===== src/rtl/tof_meas_ctrl_pkg.sv =====
// rtl/tof_meas_ctrl_pkg.sv - shared types and constants for the time-of-flight sequencer
package tof_pkg;

  localparam int FINE_W_DEF  = 13;
  localparam int COARSE_W_DEF = 8;
  localparam int MEAS_ID_W   = 8;

  typedef enum logic [2:0] {
    ST_IDLE   = 3'd0,
    ST_CLR    = 3'd1,
    ST_FIRE   = 3'd2,
    ST_WAIT   = 3'd3,
    ST_STOP   = 3'd4,
    ST_SETTLE = 3'd5,
    ST_HOLD   = 3'd6
  } tof_state_e;

endpackage


===== src/rtl/tof_meas_ctrl_if.sv =====
// rtl/tof_meas_ctrl_if.sv - result handshake bundle between sequencer and downstream consumer
interface tof_meas_ctrl_if
  import tof_pkg::*;
#(
  parameter int FINE_W   = FINE_W_DEF,
  parameter int COARSE_W = COARSE_W_DEF
) ();

  logic                 result_valid;
  logic                 result_ready;
  logic [FINE_W-1:0]    result_fine;
  logic [COARSE_W-1:0]  result_coarse;
  logic                 result_timeout;
  logic [MEAS_ID_W-1:0] meas_id;

  modport master (
    output result_valid, result_fine, result_coarse, result_timeout, meas_id,
    input  result_ready
  );

  modport slave (
    input  result_valid, result_fine, result_coarse, result_timeout, meas_id,
    output result_ready
  );

endinterface


===== src/rtl/tof_meas_ctrl_echo_edge_det.sv =====
// rtl/tof_meas_ctrl_echo_edge_det.sv - registered echo history with combinational rising-edge flag
module echo_edge_det (
  input  logic clk,
  input  logic reset_n,
  input  logic echo,
  output logic rise
);

  logic echo_d;

  always_ff @(posedge clk or negedge reset_n) begin
    if (!reset_n) begin
      echo_d <= 1'b0;
    end else begin
      echo_d <= echo;
    end
  end

  assign rise = echo & ~echo_d;

endmodule


===== src/rtl/tof_meas_ctrl.sv =====
// rtl/tof_meas_ctrl.sv - measurement sequencer: clear, fire, wait for echo or timeout, present counts
module tof_meas_ctrl
  import tof_pkg::*;
#(
  parameter int FINE_W         = FINE_W_DEF,
  parameter int COARSE_W       = COARSE_W_DEF,
  parameter int RST_CYCLES     = 2,
  parameter int TIMEOUT_COARSE = 200
) (
  input  logic                clk,
  input  logic                reset_n,
  input  logic                meas_req,
  input  logic                echo,
  input  logic [FINE_W-1:0]   fine_cnt,
  input  logic [COARSE_W-1:0] coarse_cnt,
  output logic                cntr_reset,
  output logic                cntr_start,
  output logic                cntr_stop,
  output logic                laser_fire,
  output logic                busy,
  tof_meas_ctrl_if.master     res
);

  localparam logic [2:0] S_IDLE   = ST_IDLE;
  localparam logic [2:0] S_CLR    = ST_CLR;
  localparam logic [2:0] S_FIRE   = ST_FIRE;
  localparam logic [2:0] S_WAIT   = ST_WAIT;
  localparam logic [2:0] S_STOP   = ST_STOP;
  localparam logic [2:0] S_SETTLE = ST_SETTLE;
  localparam logic [2:0] S_HOLD   = ST_HOLD;

  localparam int RC_W = (RST_CYCLES > 1) ? $clog2(RST_CYCLES) : 1;

  logic [2:0]      state;
  logic [2:0]      state_nxt;
  logic [RC_W-1:0] rst_cnt;
  logic            to_flag;
  logic            rise;
  logic            timeout_hit;

  echo_edge_det u_edge (
    .clk     (clk),
    .reset_n (reset_n),
    .echo    (echo),
    .rise    (rise)
  );

  assign timeout_hit = (coarse_cnt >= COARSE_W'(TIMEOUT_COARSE));

  always_comb begin
    state_nxt = state;
    case (state)
      S_IDLE:   if (meas_req) state_nxt = S_CLR;
      S_CLR:    if (rst_cnt == '0) state_nxt = S_FIRE;
      S_FIRE:   state_nxt = S_WAIT;
      S_WAIT:   if (rise || timeout_hit) state_nxt = S_STOP;
      S_STOP:   state_nxt = S_SETTLE;
      S_SETTLE: state_nxt = S_HOLD;
      S_HOLD:   if (res.result_ready) state_nxt = S_IDLE;
      default:  state_nxt = S_IDLE;
    endcase
  end

  // Outputs decode the next state so every strobe is registered yet lands in its own cycle.
  always_ff @(posedge clk or negedge reset_n) begin
    if (!reset_n) begin
      state              <= S_IDLE;
      rst_cnt            <= '0;
      to_flag            <= 1'b0;
      cntr_reset         <= 1'b0;
      cntr_start         <= 1'b0;
      cntr_stop          <= 1'b0;
      laser_fire         <= 1'b0;
      busy               <= 1'b0;
      res.result_valid   <= 1'b0;
      res.result_fine    <= '0;
      res.result_coarse  <= '0;
      res.result_timeout <= 1'b0;
      res.meas_id        <= '0;
    end else begin
      state            <= state_nxt;
      cntr_reset       <= (state_nxt == S_CLR);
      cntr_start       <= (state_nxt == S_FIRE);
      laser_fire       <= (state_nxt == S_FIRE);
      cntr_stop        <= (state_nxt == S_STOP);
      busy             <= (state_nxt != S_IDLE);
      res.result_valid <= (state_nxt == S_HOLD);

      if (state == S_IDLE) begin
        rst_cnt <= RC_W'(RST_CYCLES - 1);
      end else if (state == S_CLR && rst_cnt != '0) begin
        rst_cnt <= rst_cnt - 1'b1;
      end

      // A fresh echo edge outranks a timeout seen in the same cycle.
      if (state == S_IDLE) begin
        to_flag <= 1'b0;
      end else if (state == S_WAIT) begin
        if (rise) begin
          to_flag <= 1'b0;
        end else if (timeout_hit) begin
          to_flag <= 1'b1;
        end
      end

      if (state == S_SETTLE) begin
        res.result_fine    <= fine_cnt;
        res.result_coarse  <= coarse_cnt;
        res.result_timeout <= to_flag;
      end

      if (state == S_HOLD && res.result_ready) begin
        res.meas_id <= res.meas_id + 1'b1;
      end
    end
  end

endmodule

===== src/flat_wrapper.sv =====
// flat-port wrapper written by rule: the top's interface ports become plain ports
module tof_meas_ctrl_flat import tof_pkg::*;
#(
  parameter int FINE_W         = FINE_W_DEF,
  parameter int COARSE_W       = COARSE_W_DEF,
  parameter int RST_CYCLES     = 2,
  parameter int TIMEOUT_COARSE = 200
)
  (clk, reset_n, meas_req, echo, fine_cnt, coarse_cnt, cntr_reset, cntr_start, cntr_stop, laser_fire, busy, res_result_valid, res_result_fine, res_result_coarse, res_result_timeout, res_meas_id, res_result_ready);
  tof_meas_ctrl_if #(.FINE_W(FINE_W), .COARSE_W(COARSE_W)) res_i ();
  input  logic clk;
  input  logic reset_n;
  input  logic meas_req;
  input  logic echo;
  input  logic [FINE_W-1:0] fine_cnt;
  input  logic [COARSE_W-1:0] coarse_cnt;
  output logic cntr_reset;
  output logic cntr_start;
  output logic cntr_stop;
  output logic laser_fire;
  output logic busy;
  output wire logic [$bits(res_i.result_valid)-1:0] res_result_valid;
  output wire logic [$bits(res_i.result_fine)-1:0] res_result_fine;
  output wire logic [$bits(res_i.result_coarse)-1:0] res_result_coarse;
  output wire logic [$bits(res_i.result_timeout)-1:0] res_result_timeout;
  output wire logic [$bits(res_i.meas_id)-1:0] res_meas_id;
  input wire logic [$bits(res_i.result_ready)-1:0] res_result_ready;
  assign res_result_valid = res_i.result_valid;
  assign res_result_fine = res_i.result_fine;
  assign res_result_coarse = res_i.result_coarse;
  assign res_result_timeout = res_i.result_timeout;
  assign res_meas_id = res_i.meas_id;
  assign res_i.result_ready = res_result_ready;
  tof_meas_ctrl #(.FINE_W(FINE_W), .COARSE_W(COARSE_W), .RST_CYCLES(RST_CYCLES), .TIMEOUT_COARSE(TIMEOUT_COARSE)) u_core (.clk(clk), .reset_n(reset_n), .meas_req(meas_req), .echo(echo), .fine_cnt(fine_cnt), .coarse_cnt(coarse_cnt), .cntr_reset(cntr_reset), .cntr_start(cntr_start), .cntr_stop(cntr_stop), .laser_fire(laser_fire), .busy(busy), .res(res_i));
endmodule

===== config.mk =====
export PLATFORM = sky130hd
export DESIGN_NAME = tof_meas_ctrl_flat
export DESIGN_NICKNAME = d
export VERILOG_FILES = /design/src/rtl/tof_meas_ctrl_pkg.sv /design/src/rtl/tof_meas_ctrl_if.sv /design/src/rtl/tof_meas_ctrl_echo_edge_det.sv /design/src/rtl/tof_meas_ctrl.sv /design/src/flat_wrapper.sv
export SDC_FILE = /design/constraint.sdc
export NUM_CORES = 1
export LEC_CHECK = 0
export CORE_ASPECT_RATIO = 0.8
export CORE_UTILIZATION = 47
export DETAILED_ROUTE_END_ITERATION = 12
export GPL_TIMING_DRIVEN = 0
export MAX_ROUTING_LAYER = met4
export PLACE_DENSITY = 0.84
export SLEW_MARGIN = 30
export SYNTH_ARGS = -nofsm -noshare
export SYNTH_HDL_FRONTEND = slang
export SYNTH_SLANG_ARGS = --single-unit

===== constraint.sdc =====
create_clock -name clk -period 2.2 [get_ports clk]
set_input_delay 0.33 -clock clk [delete_from_list [all_inputs] [get_ports clk]]
set_output_delay 0.33 -clock clk [all_outputs]
set_load 0.01 [all_outputs]

After elaboration in Yosys (flattened, before gate mapping) --
Index checks and enable logic that the tools add are counted.
Operators by class: mux-type cells 11, $mul 0, magnitude comparators 1, reduce and logical (&&, ||, !) cells 9, bitwise logic cells 2, shift-type cells 0, $add $sub $neg 2, div/mod/pow operators 0, eq/ne operators 10
Operators with widths (number):
- $pmux W3 S7 | 1
- $eq A3 B3 Y1 const B | 5
- $mux W3 | 4
- $eq A3 B2 Y1 const B | 3
- $add A8 B1 Y8 const B | 1
- $ge A8 B8 Y1 const B | 1
- $eq A3 B1 Y1 const B | 2
- $mux W1 | 6
- $reduce_bool A3 Y1 | 2
- $reduce_bool A2 Y1 | 2
- $logic_not A3 Y1 | 1
- $logic_and A1 B1 Y1 | 2
- $reduce_and A2 Y1 | 1
- $and A1 B1 Y1 | 1
- $logic_or A1 B1 Y1 | 1
- $not A1 Y1 | 1
- $sub A1 B1 Y1 const B | 1
Word-level totals: bits of input ports 26, output and inout bits 36, bits in latches 0, memories 0, memory bits (read-only) 0, flip-flop bits (word level) 41, logic and storage cells 48, bits in writable memories 0

Depth between registers and ports, before layout --
Gate-level depths: netlist of run 1.
word-level depth 6, depth in mapped cells 5

Hierarchy --
From an unflattened synthesis of run 1, not the netlist that was laid out.
Unflattened totals: cell total of the unflattened synthesis 130, area, all modules 1716.6 um^2
By module, submodules not included:
- tof_meas_ctrl | cells each 128, area an instance 1677.9 um^2, times used 1
- echo_edge_det | cells each 2, area an instance 38.8 um^2, times used 1

Worst setup path after synthesis of run 1 --
No wires, ideal clock.
path kind register to register, start register u_core.state[1], end register u_core.res.result_coarse[0], buffers on the path 2, library setup time 0.125 ns, period minus slack after synthesis 1.356 ns, cell stages (with the launch flop) 6, arrival time 1.231 ns, data required time 2.075 ns, slack 0.844 ns, cell sequence dfrtp_1 -> buf_2 -> nor2b_4 -> nand2_1 -> buf_2 -> mux2_2
Between the ends: longest elaborated chain between the ends 1
Ends and longest elaborated chain:
- from (decl) | line tof_meas_ctrl.sv:34 | logic [2:0] state;
- from (signal assigned) | line tof_meas_ctrl.sv:81 | state <= state_nxt;
- $eq A3 B3 Y1 | line tof_meas_ctrl.sv:106 | if (state == S_SETTLE) begin
- to (signal assigned) | line tof_meas_ctrl.sv:108 | res.result_coarse <= coarse_cnt;
- to (decl) | line tof_meas_ctrl_if.sv:17 | output result_valid, result_fine, result_coarse, result_timeout, meas_id,
No other way between the ends. A chain may end at the register's enable or synchronous reset.

Worst setup path after layout of run 1 --
start register u_core.res.meas_id[3], end output res_meas_id[3]
RTL lines:
- from (decl) | line tof_meas_ctrl_if.sv:17
- from (signal assigned) | line tof_meas_ctrl.sv:113 | res.meas_id <= res.meas_id + 1'b1;
- to (decl) | line flat_wrapper.sv:26 | output wire logic [$bits(res_i.meas_id)-1:0] res_meas_id;
No word-level cell between the ends.

==> qor.txt, run 1 <==
status: finished, violations left
failing checks: negative hold slack
WP data required: 1.87 ns
H-tree Lvls: 2
die height: 55.6 um
CP max-delay cell: clkdlybuf4s50_1
Fin Setup TNS: 0 ns
delay-heaviest family, CP: buffers and inverters
Die ar.: 0.00384 sq mm
WHS: -0.00569 ns
worst min-delay path class: in2async
Least-Margin Pin Slew: 0.474 ns
post-CTS resize count: 0
Routed Antenna Nets: 0
crit path kind: reg2out
worst r2r path cells: 5
Final Critical Period: 1.63 ns
Num CTS Buffers: 5
CTS Hold Bufs: 0
most common cell after layout, fill and taps aside: clkdlybuf4s50_1
placeable core area: 0.00342 sq mm
Tot GR Track Use: 18.9%
fin. max-slew vios: 0
gpl congestion: 0.806
vias: 1,203
R2R Path End: u_core.res.result_coarse[3]
Port Buf Inserts: 61
power after layout: 3.22 mW
Final Setup Violations: 0
RSZ-0062 raised after global routing: false
max_cap viols: 0
post-placement cell area: 0.00237 sq mm
Max Clk Rate: 0.615 GHz
ratio of cells with drive above 1 in the final layout: 20.5%
# fillers: 241
Placement Setup Slack: 0.330 ns
Routed WL: 3230 um
clk_lat worst skew: 0.28 ns
most frequent cells in the layout: 60 x clkdlybuf4s50_1, 41 x dfrtp_1, 23 x mux2_2, 7 x nand2_1
DRC Markers: 0
Die Span X: 69.0 um
Starting Density: 49.3%
Mean Syn Cell Area: 13.5 sq um
nets: 221
global route overflow: 0
placed cells: 229
wire per inst: 13.6 um
antenna diode count: 0
via-per-instance ratio: 5.08
sequential fraction of the synthesis area: 60.7%
crit-path cells: clkdlybuf4s50_1
Worst Clk Skew: 0.00467 ns
initial antenna violation count: 0
# IOs: 62
Yosys reg bits: 41
Leak: 1.11 nW
CTS tree: built
largest net degree at the start of global routing: 23
post-synthesis cell type count: 32
CP bufs+invs: 1
DRT iter0 DRCs: 30
Crit Reg-Reg Startpoint: u_core.state[1]
Root Driver: clkbuf_8
VDD IR-drop max: 0.000710 V
first-pass GRT wire length: 5510 um
crit end category: output pin
post-synthesis cell area: 0.00169 sq mm
area grow syn2layout: 47.5%
final hold viol count: 19
CTS sink count: 41
synth warn: 0
CTS max path bufs: 2
CP max stage delay: 0.58 ns
Layout Cell Area excl Fill: 0.00249 sq mm
CP Launch Type: flip-flop
vias in the first global route: 1,192
final setup margin: 0.574 ns
Critical Path Fanout Max: 5
footprint of the multi-input gates: 618 sq um
Register Area: 0.00103 sq mm
Final Non-Filler Cells: 237
Worst EP arrival: 1.30 ns
Tcrit/Tclk final: 73.9%
Syn Nets: 152
Reg clk slew, reported paths: 0.07 ns
DP HPWL: 2440 um
# rows: 19
reg2reg setup slack: 0.66 ns
setup bufs post-CTS: 0
Gate Count Post-Synth: 125
pwr/cell area: 1290 mW/mm^2
Rel. slew slack: 68.4%
DRT Pass-1 Iters: 4
-- power by group --
group / internal, mW / leakage [nW] / switching (mW) / total (mW)
combinational: 0.839 / 0.553 / 0.544 / 1.38
clock: 0.370 / 0.0585 / 0.239 / 0.609
sequential: 1.06 / 0.499 / 0.169 / 1.23
total: 2.27 / 1.11 / 0.952 / 3.22
-- registers in the layout (all words and copies together), names as in the netlist --
register,cells
u_core.busy,1
u_core.cntr_reset,1
u_core.cntr_start,1
u_core.cntr_stop,1
u_core.res.meas_id,8
u_core.res.result_coarse,8
u_core.res.result_fine,13
u_core.res.result_timeout,1
u_core.res.result_valid,1
u_core.rst_cnt,1
u_core.state,3
u_core.to_flag,1
u_core.u_edge.echo_d,1
-- how the worst max path moves through the flow --
stage / endpoint / from / slack [ns] / cells after the start
finish: res_meas_id[3] / u_core.res.meas_id[3] / 0.57 / 1
global route: res_meas_id[3] / u_core.res.meas_id[3] / 0.53 / 1
CTS: res_meas_id[3] / u_core.res.meas_id[3] / 0.56 / 1
detailed placement: u_core.state[1] / coarse_cnt[4] / 0.33 / 4
global placement: u_core.res.result_valid / reset_n / -0.09 / 1
floorplan: u_core.res.result_coarse[0] / u_core.state[1] / 0.84 / 5
-- kinds of logic after synthesis --
family,count (synthesis),synth area share (%)
adder cells (fa/ha/maj),1,0.741
XOR/XNOR,7,3.63
AO/OA/AOI/OAI,13,5.93
AND/OR/NAND/NOR,31,11.0
flip-flops,41,60.7
multiplexers,23,15.3
buffers and inverters,9,2.67
-- metal layers --
layer | share of wire, % | track usage (%) | wire length, um
met5 | 0 | - | 0
met2 | 47 | 29.3 | 1520
met3 | 6.3 | 5.43 | 204
met4 | 0.37 | 5.25 | 12
met1 | 46 | 24.6 | 1490
-- Yosys cell counts (all sizes together) --
cell     count  area share (%)
nor4         1            0.37
nor2         6             1.3
a21oi        2            0.59
o211a        1            0.59
o311ai       1            0.52
o211ai       1            0.44
nor2b        4             1.9
a21boi       1            0.44
clkbuf       1            0.22
nand2        7             1.6
nand4b       2             1.9
xnor2        2             1.0
nor3b        1            0.44
o2bb2ai      1            0.52
nand3        4             1.2
a21o         1            0.44
inv          3            0.67
xor2         5             2.6
o311a        1            0.59
a2111o       1            0.67
mux2        23              15
and3b        1            0.59
dfrtp       41              61
a211o        1            0.52
nor3         3            0.89
o21ai        2            0.59
ha           1            0.74
nand2b       2            0.74
buf          5             1.8
-- stage by stage --
| stage | hold WS (ns) | util [%] |
|---|---|---|
| 6_report | -0.00569 | 72.8 |
| 5_1_grt | 0.0139 | 72.8 |
| 4_1_cts | 0.000649 | 72.8 |
| 3_5_place_dp | 0.312 | 69.4 |
| 3_3_place_gp | 0.457 | 68.7 |
| 2_1_floorplan | 0.0344 | - |
-- final cells by class --
| type | instances | share of cell area [%] |
|---|---|---|
| Sequential cell | 41 | 41.2 |
| Timing Repair Buffer | 62 | 25.4 |
| Multi-Input combinational cell | 75 | 24.8 |
| Clock buffer | 7 | 3.47 |
| Tap cell | 42 | 2.11 |
| Buffer | 6 | 1.36 |
| Clock inverter | 1 | 1.21 |
| Inverter | 3 | 0.452 |
Power figures use the tool's default switching activity.
==> run 2, diff against run 1 <==
--- a/config.mk
+++ b/config.mk
@@ -6,11 +6,11 @@
 export NUM_CORES = 1
 export LEC_CHECK = 0
 export CORE_ASPECT_RATIO = 0.8
-export CORE_UTILIZATION = 47
+export CORE_UTILIZATION = 44
 export DETAILED_ROUTE_END_ITERATION = 12
 export GPL_TIMING_DRIVEN = 0
 export MAX_ROUTING_LAYER = met4
-export PLACE_DENSITY = 0.84
+export PLACE_DENSITY = 0.79
 export SLEW_MARGIN = 30
 export SYNTH_ARGS = -nofsm -noshare
 export SYNTH_HDL_FRONTEND = slang
==> constraint.sdc (replaced) <==
create_clock -name clk -period 1.5 [get_ports clk]
set_input_delay 0.225 -clock clk [delete_from_list [all_inputs] [get_ports clk]]
set_output_delay 0.225 -clock clk [all_outputs]
set_load 0.01 [all_outputs]
==> qor.txt, run 2 (same netlist as run 1, synthesis figures left out) <==
crit-path cells: clkdlybuf4s50_1
most common cell after layout, fill and taps aside: clkdlybuf4s50_1
largest registers: u_core.res.result_fine (13), u_core.res.meas_id (8), u_core.res.result_coarse (8)
Port Buf Inserts: 61 (unchanged)
clock share of power: 19.1% (+0.2 points)
Sw Ratio: 30.2% (+0.62 points)
ratio of cells with drive above 1 in the final layout: 23.9% (+3.4 points)
largest net degree at the start of global routing: 25 (+8.7%)
# fillers: 249 (+3.3%)
Crit Reg-Reg Startpoint: u_core.state[1]
CTS sink count: 41 (unchanged)
pwr/cell area: 1880 mW/mm^2 (+45%)
Top reg by flops: u_core.res.result_fine
via-per-instance ratio: 5.14 (+1.3%)
DP HPWL: 2560 um (+4.8%)
stages on the worst setup path: 1 (unchanged)
delay-heaviest family, CP: buffers and inverters
global route overflow: 0 (unchanged)
CP bufs+invs: 1 (unchanged)
R2R Path End: u_core.res.result_fine[4]
crit end category: output pin
WHS: 0.416 ns (+0.422 ns)
CTS tree: built
initial antenna violation count: 0 (unchanged)
DRT iter0 DRCs: 62 (+110%)
vias in the first global route: 1,224 (+2.7%)
Least-Margin Pin Slew: 0.455 ns (-0.0186 ns)
area grow syn2layout: 51.6%
CP Launch Type: flip-flop
die height: 57.4 um (+3.2%)
CTS max path bufs: 2 (unchanged)
Worst EP arrival: 1.24 ns (-0.06 ns)
power after layout: 4.81 mW (+50%)
Routed WL: 3600 um (+11%)
reg2reg setup slack: 0.07 ns (-0.59 ns)
worst min-delay path class: in2async
Root Driver: clkbuf_8
Starting Density: 47.7% (-1.7 points)
max_cap viols: 0 (unchanged)
# rows: 19 (unchanged)
H-tree Lvls: 2 (unchanged)
CP max-delay cell: clkdlybuf4s50_1
Final Critical Period: 1.47 ns
WP data required: 1.27 ns (-0.60 ns)
# IOs: 62 (unchanged)
Psw: 1.45 mW (+53%)
Tot GR Track Use: 20.0% (+1.1 points)
clk_lat worst skew: 0.30 ns (+0.02 ns)
crit path kind: reg2out
Leak: 1.16 nW (+4.6%)
Int Power: 3.36 mW (+48%)
placed cells: 229 (unchanged)
nets: 227 (+2.7%)
final hold viol count: 0 (-19)
Worst Clk Skew: 0.00601 ns (+0.00135 ns)
placeable core area: 0.00354 sq mm (+3.5%)
Tcrit/Tclk final: 98.0%
gpl congestion: 0.901 (+12%)
wire per inst: 14.8 um (+8.7%)
Die ar.: 0.00409 sq mm (+6.6%)
Reg clk slew, reported paths: 0.08 ns (about the same)
vias: 1,249 (+3.8%)
Final Non-Filler Cells: 243 (+2.5%)
Max Clk Rate: 0.681 GHz
Routed Antenna Nets: 0 (unchanged)
antenna diode count: 0 (unchanged)
Final Setup Violations: 0 (unchanged)
DRT Pass-1 Iters: 9 (+5)
Die Span X: 71.3 um (+3.3%)
max FFs per register: 13 (unchanged)
fin. max-slew vios: 0 (unchanged)
Critical Path Fanout Max: 4 (-1)
Rel. slew slack: 69.6% (+1.2 points)
CP max stage delay: 0.56 ns (-0.02 ns)
Seq pwr share: 37.0% (-1.1 points)
first-pass GRT wire length: 5860 um (+6.3%)
status: finished, violations left
Num CTS Buffers: 5 (unchanged)
VDD IR-drop max: 0.00112 V (+58%)
combinational share of power: 43.9% (+0.9 points)
worst r2r path cells: 5 (unchanged)
most frequent cells in the layout: 59 x clkdlybuf4s50_1, 41 x dfrtp_1, 23 x mux2_2, 9 x buf_4
failing checks: design-rule violations
Finished Core Util: 72.3% (-0.46 points)
DRC Markers: 8 (+8)
[run 2: cell types whose count changed in the layout (fill, tap and decap cells not counted)]
cell / change
nor4_1: -1
clkinvlp_4: +1
nor4_2: +1
buf_2: -3
nand2_1: -1
dlymetal6s2s_1: +1
clkbuf_1: -1
nand2_2: +1
buf_4: +7
clkbuf_4: +1
clkdlybuf4s50_1: -1
dlygate4sd3_1: +1
[run 2: stage by stage]
stage          worst slack (ns)  setup TNS [ns]  area (sq um)
2_1_floorplan             0.144               0          1690
3_3_place_gp             -0.726          -30.70          2350
3_5_place_dp             -0.277           -1.69          2370
4_1_cts                0.000612               0          2520
5_1_grt                -0.00960        -0.00960          2560
6_report                 0.0306               0          2560
[run 2: timing repair]
item	CTS	global route
pin swaps	0	1
cloned	0	0
hold buffers	1	0
endpoints found under the setup margin	22	27
resized for setup	2	4
buffers inserted	2	3
hold endpoints to repair	17	0
[run 2: layout make-up]
class	instances	area [sq um]	area share, %
clock buffers	6	82.6	3.22
clock inverters	2	37.5	1.47
flip-flops and latches	41	1030	40.1
plain buffers	6	41.3	1.61
multi-input cells	75	627	24.5
inverters	3	11.3	0.440
repair buffers	68	683	26.7
well taps	42	52.6	2.05
[run 2: worst max-delay path by stage]
| stage | from | endpoint | slack, ns |
|---|---|---|---|
| 4_1_cts | u_core.cntr_start | laser_fire | 0.0006 |
| 6_report | u_core.res.meas_id[4] | res_meas_id[4] | 0.03 |
| 2_1_floorplan | u_core.state[1] | u_core.res.result_coarse[0] | 0.14 |
| 5_1_grt | u_core.res.meas_id[4] | res_meas_id[4] | -0.01 |
| 3_5_place_dp | coarse_cnt[4] | u_core.cntr_reset | -0.28 |
| 3_3_place_gp | reset_n | u_core.res.result_coarse[0] | -0.73 |
[run 2: layer usage]
layer | GRT usage, % | wire length (um)
met2 | 31.0 | 1720
met5 | - | 0
met1 | 24.6 | 1540
met3 | 5.83 | 268
met4 | 8.57 | 73
[run 2: power groups by stage]
stage	clock network, mW	registers, mW	logic (mW)
floorplan	0	1.97	0.843
global placement	0	1.78	2.00
detailed placement	0	1.82	2.07
CTS	0.943	1.79	2.10
global route	0.993	1.83	2.27
finish	0.918	1.78	2.11
==> run 3, diff against run 2 <==
--- a/config.mk
+++ b/config.mk
@@ -5,6 +5,7 @@
 export SDC_FILE = /design/constraint.sdc
 export NUM_CORES = 1
 export LEC_CHECK = 0
+export ABC_CLOCK_PERIOD_IN_PS = 1500
 export CORE_ASPECT_RATIO = 0.8
 export CORE_UTILIZATION = 44
 export DETAILED_ROUTE_END_ITERATION = 12
==> constraint.sdc (replaced) <==
create_clock -name clk -period 1.5 [get_ports clk]
set_input_delay 0.225 -clock clk [delete_from_list [all_inputs] [get_ports clk]]
set_output_delay 0.225 -clock clk [all_outputs]
set_load 0.05 [all_outputs]
==> qor.txt, run 3 (same netlist as run 1, synthesis figures left out) <==
Least-Margin Pin Slew: 0.525 ns (+0.0698 ns)
max_cap viols: 0 (unchanged)
Worst EP arrival: 1.24 ns (about the same)
Final Setup Violations: 0 (unchanged)
Die Span X: 71.3 um (unchanged)
Tot GR Track Use: 19.7% (-0.32 points)
CP Launch Type: flip-flop
crit-path cells: clkdlybuf4s15_1
Placement Setup Slack: -0.277 ns (unchanged)
CTS tree: built
Port Buf Inserts: 61 (unchanged)
nets: 222 (-2.2%)
max FFs per register: 13 (unchanged)
most frequent cells in the layout: 41 x dfrtp_1, 30 x dlygate4sd2_1, 24 x clkdlybuf4s50_1, 23 x mux2_2
CP max-delay cell: clkdlybuf4s15_1
worst r2r path cells: 5 (unchanged)
H-tree Lvls: 2 (unchanged)
Starting Density: 47.7% (unchanged)
first-pass GRT wire length: 5800 um (-0.96%)
most common cell after layout, fill and taps aside: dfrtp_1
largest net degree at the start of global routing: 25 (unchanged)
post-placement cell area: 0.00237 sq mm (unchanged)
largest registers: u_core.res.result_fine (13), u_core.res.meas_id (8), u_core.res.result_coarse (8)
Root Driver: clkbuf_8
final hold viol count: 0 (unchanged)
CP bufs+invs: 1 (unchanged)
reg2reg setup slack: 0.08 ns (about the same)
crit end category: output pin
Critical Path Fanout Max: 5 (+1)
Leak: 1.18 nW (+1.5%)
CP max stage delay: 0.52 ns (-0.04 ns)
placeable core area: 0.00354 sq mm (unchanged)
clk_lat worst skew: 0.30 ns (about the same)
R2R Path End: u_core.res.result_fine[4]
WP data required: 1.27 ns (about the same)
Worst Clk Skew: 0.00669 ns (+0.000671 ns)
Num CTS Buffers: 5 (unchanged)
Max Clk Rate: 0.682 GHz (+0.26%)
DRT iter0 DRCs: 72 (+16%)
failing checks: design-rule violations
area grow syn2layout: 46.7%
vias in the first global route: 1,228 (+0.33%)
DRC Markers: 8 (unchanged)
Reg clk slew, reported paths: 0.08 ns (about the same)
DP HPWL: 2560 um (unchanged)
global route overflow: 0 (unchanged)
Top reg by flops: u_core.res.result_fine
antenna diode count: 0 (unchanged)
Final Non-Filler Cells: 238 (-2.1%)
VDD IR-drop max: 0.00138 V (+23%)
# rows: 19 (unchanged)
Routed WL: 3470 um (-3.7%)
Tcrit/Tclk final: 97.7% (-0.26 points)
Routed Antenna Nets: 0 (unchanged)
WHS: 0.403 ns (-0.0134 ns)
crit path kind: reg2out
placed cells: 229 (unchanged)
Die ar.: 0.00409 sq mm (unchanged)
status: finished, violations left
pwr/cell area: 2300 mW/mm^2 (+22%)
initial antenna violation count: 0 (unchanged)
power after layout: 5.69 mW (+18%)
final setup margin: 0.0344 ns (+0.00385 ns)
gpl congestion: 0.901 (unchanged)
# IOs: 62 (unchanged)
fin. max-slew vios: 0 (unchanged)
CTS sink count: 41 (unchanged)
ratio of cells with drive above 1 in the final layout: 22.4% (-1.4 points)
delay-heaviest family, CP: buffers and inverters
die height: 57.4 um (unchanged)
Crit Reg-Reg Startpoint: u_core.state[1]
wire per inst: 14.6 um (-1.7%)
vias: 1,225 (-1.9%)
Layout Cell Area excl Fill: 0.00248 sq mm (-3.2%)
DRT Pass-1 Iters: 8 (-1)
Final Critical Period: 1.47 ns (-0.00385 ns)
CTS max path bufs: 2 (unchanged)
via-per-instance ratio: 5.15 (+0.14%)
worst min-delay path class: in2async
RSZ-0062 raised after global routing: false
Rel. slew slack: 65.1% (-4.5 points)
run 3: final cells by class:
cell class / instances / area [sq um]
Multi-Input combinational cell: 75 / 627
Timing Repair Buffer: 63 / 601
Fill cell: 277 / 1060
Sequential cell: 41 / 1030
Clock inverter: 2 / 37.5
Buffer: 6 / 41.3
Clock buffer: 6 / 82.6
Inverter: 3 / 11.3
Tap cell: 42 / 52.6
run 3: layer usage:
layer  up-vias  part of all wire, %  global-route usage [%]  routed length (um)
li1        577                    -                       -                   -
met1       590                   43                    23.9                1500
met2        50                   48                    30.7                1660
met3         8                  7.0                    5.83                 241
met4         0                  1.8                    8.57                  63
met5         -                    0                       -                   0
run 3: how the worst max path moves through the flow:
stage | start | to | slack, ns | cells past startpoint
after floorplan | u_core.res.meas_id[0] | u_core.res.meas_id[6] | 0.09 | 4
after global placement | reset_n | u_core.res.result_coarse[0] | -0.73 | 1
after detailed placement | coarse_cnt[4] | u_core.cntr_reset | -0.28 | 4
after CTS | u_core.res.meas_id[2] | res_meas_id[2] | 0.005 | 1
after global routing | coarse_cnt[4] | u_core.state[1] | 0.002 | 4
final | u_core.res.meas_id[2] | res_meas_id[2] | 0.03 | 1
run 3: stage by stage:
step	util (%)	TNS, ns
finish	70.0	0
global route	70.0	0
CTS	69.6	0
detailed placement	67.0	-1.69
global placement	66.4	-30.70
floorplan	-	0
run 3: where the power goes:
| part | internal, mW | leakage (nW) | switching, mW |
|---|---|---|---|
| combinational | 0.977 | 0.622 | 2.02 |
| sequential | 1.55 | 0.499 | 0.225 |
| clock | 0.541 | 0.0574 | 0.378 |
| total | 3.07 | 1.18 | 2.62 |
run 3: repair_timing:
action                                 CTS  global route
hold buffers                             1             0
endpoints found under the hold margin   17             0
gates cloned                             0             0
buffers inserted                         0             0
setup endpoints to repair               56            29
resized for setup                       39             9
pin swaps                                0             1
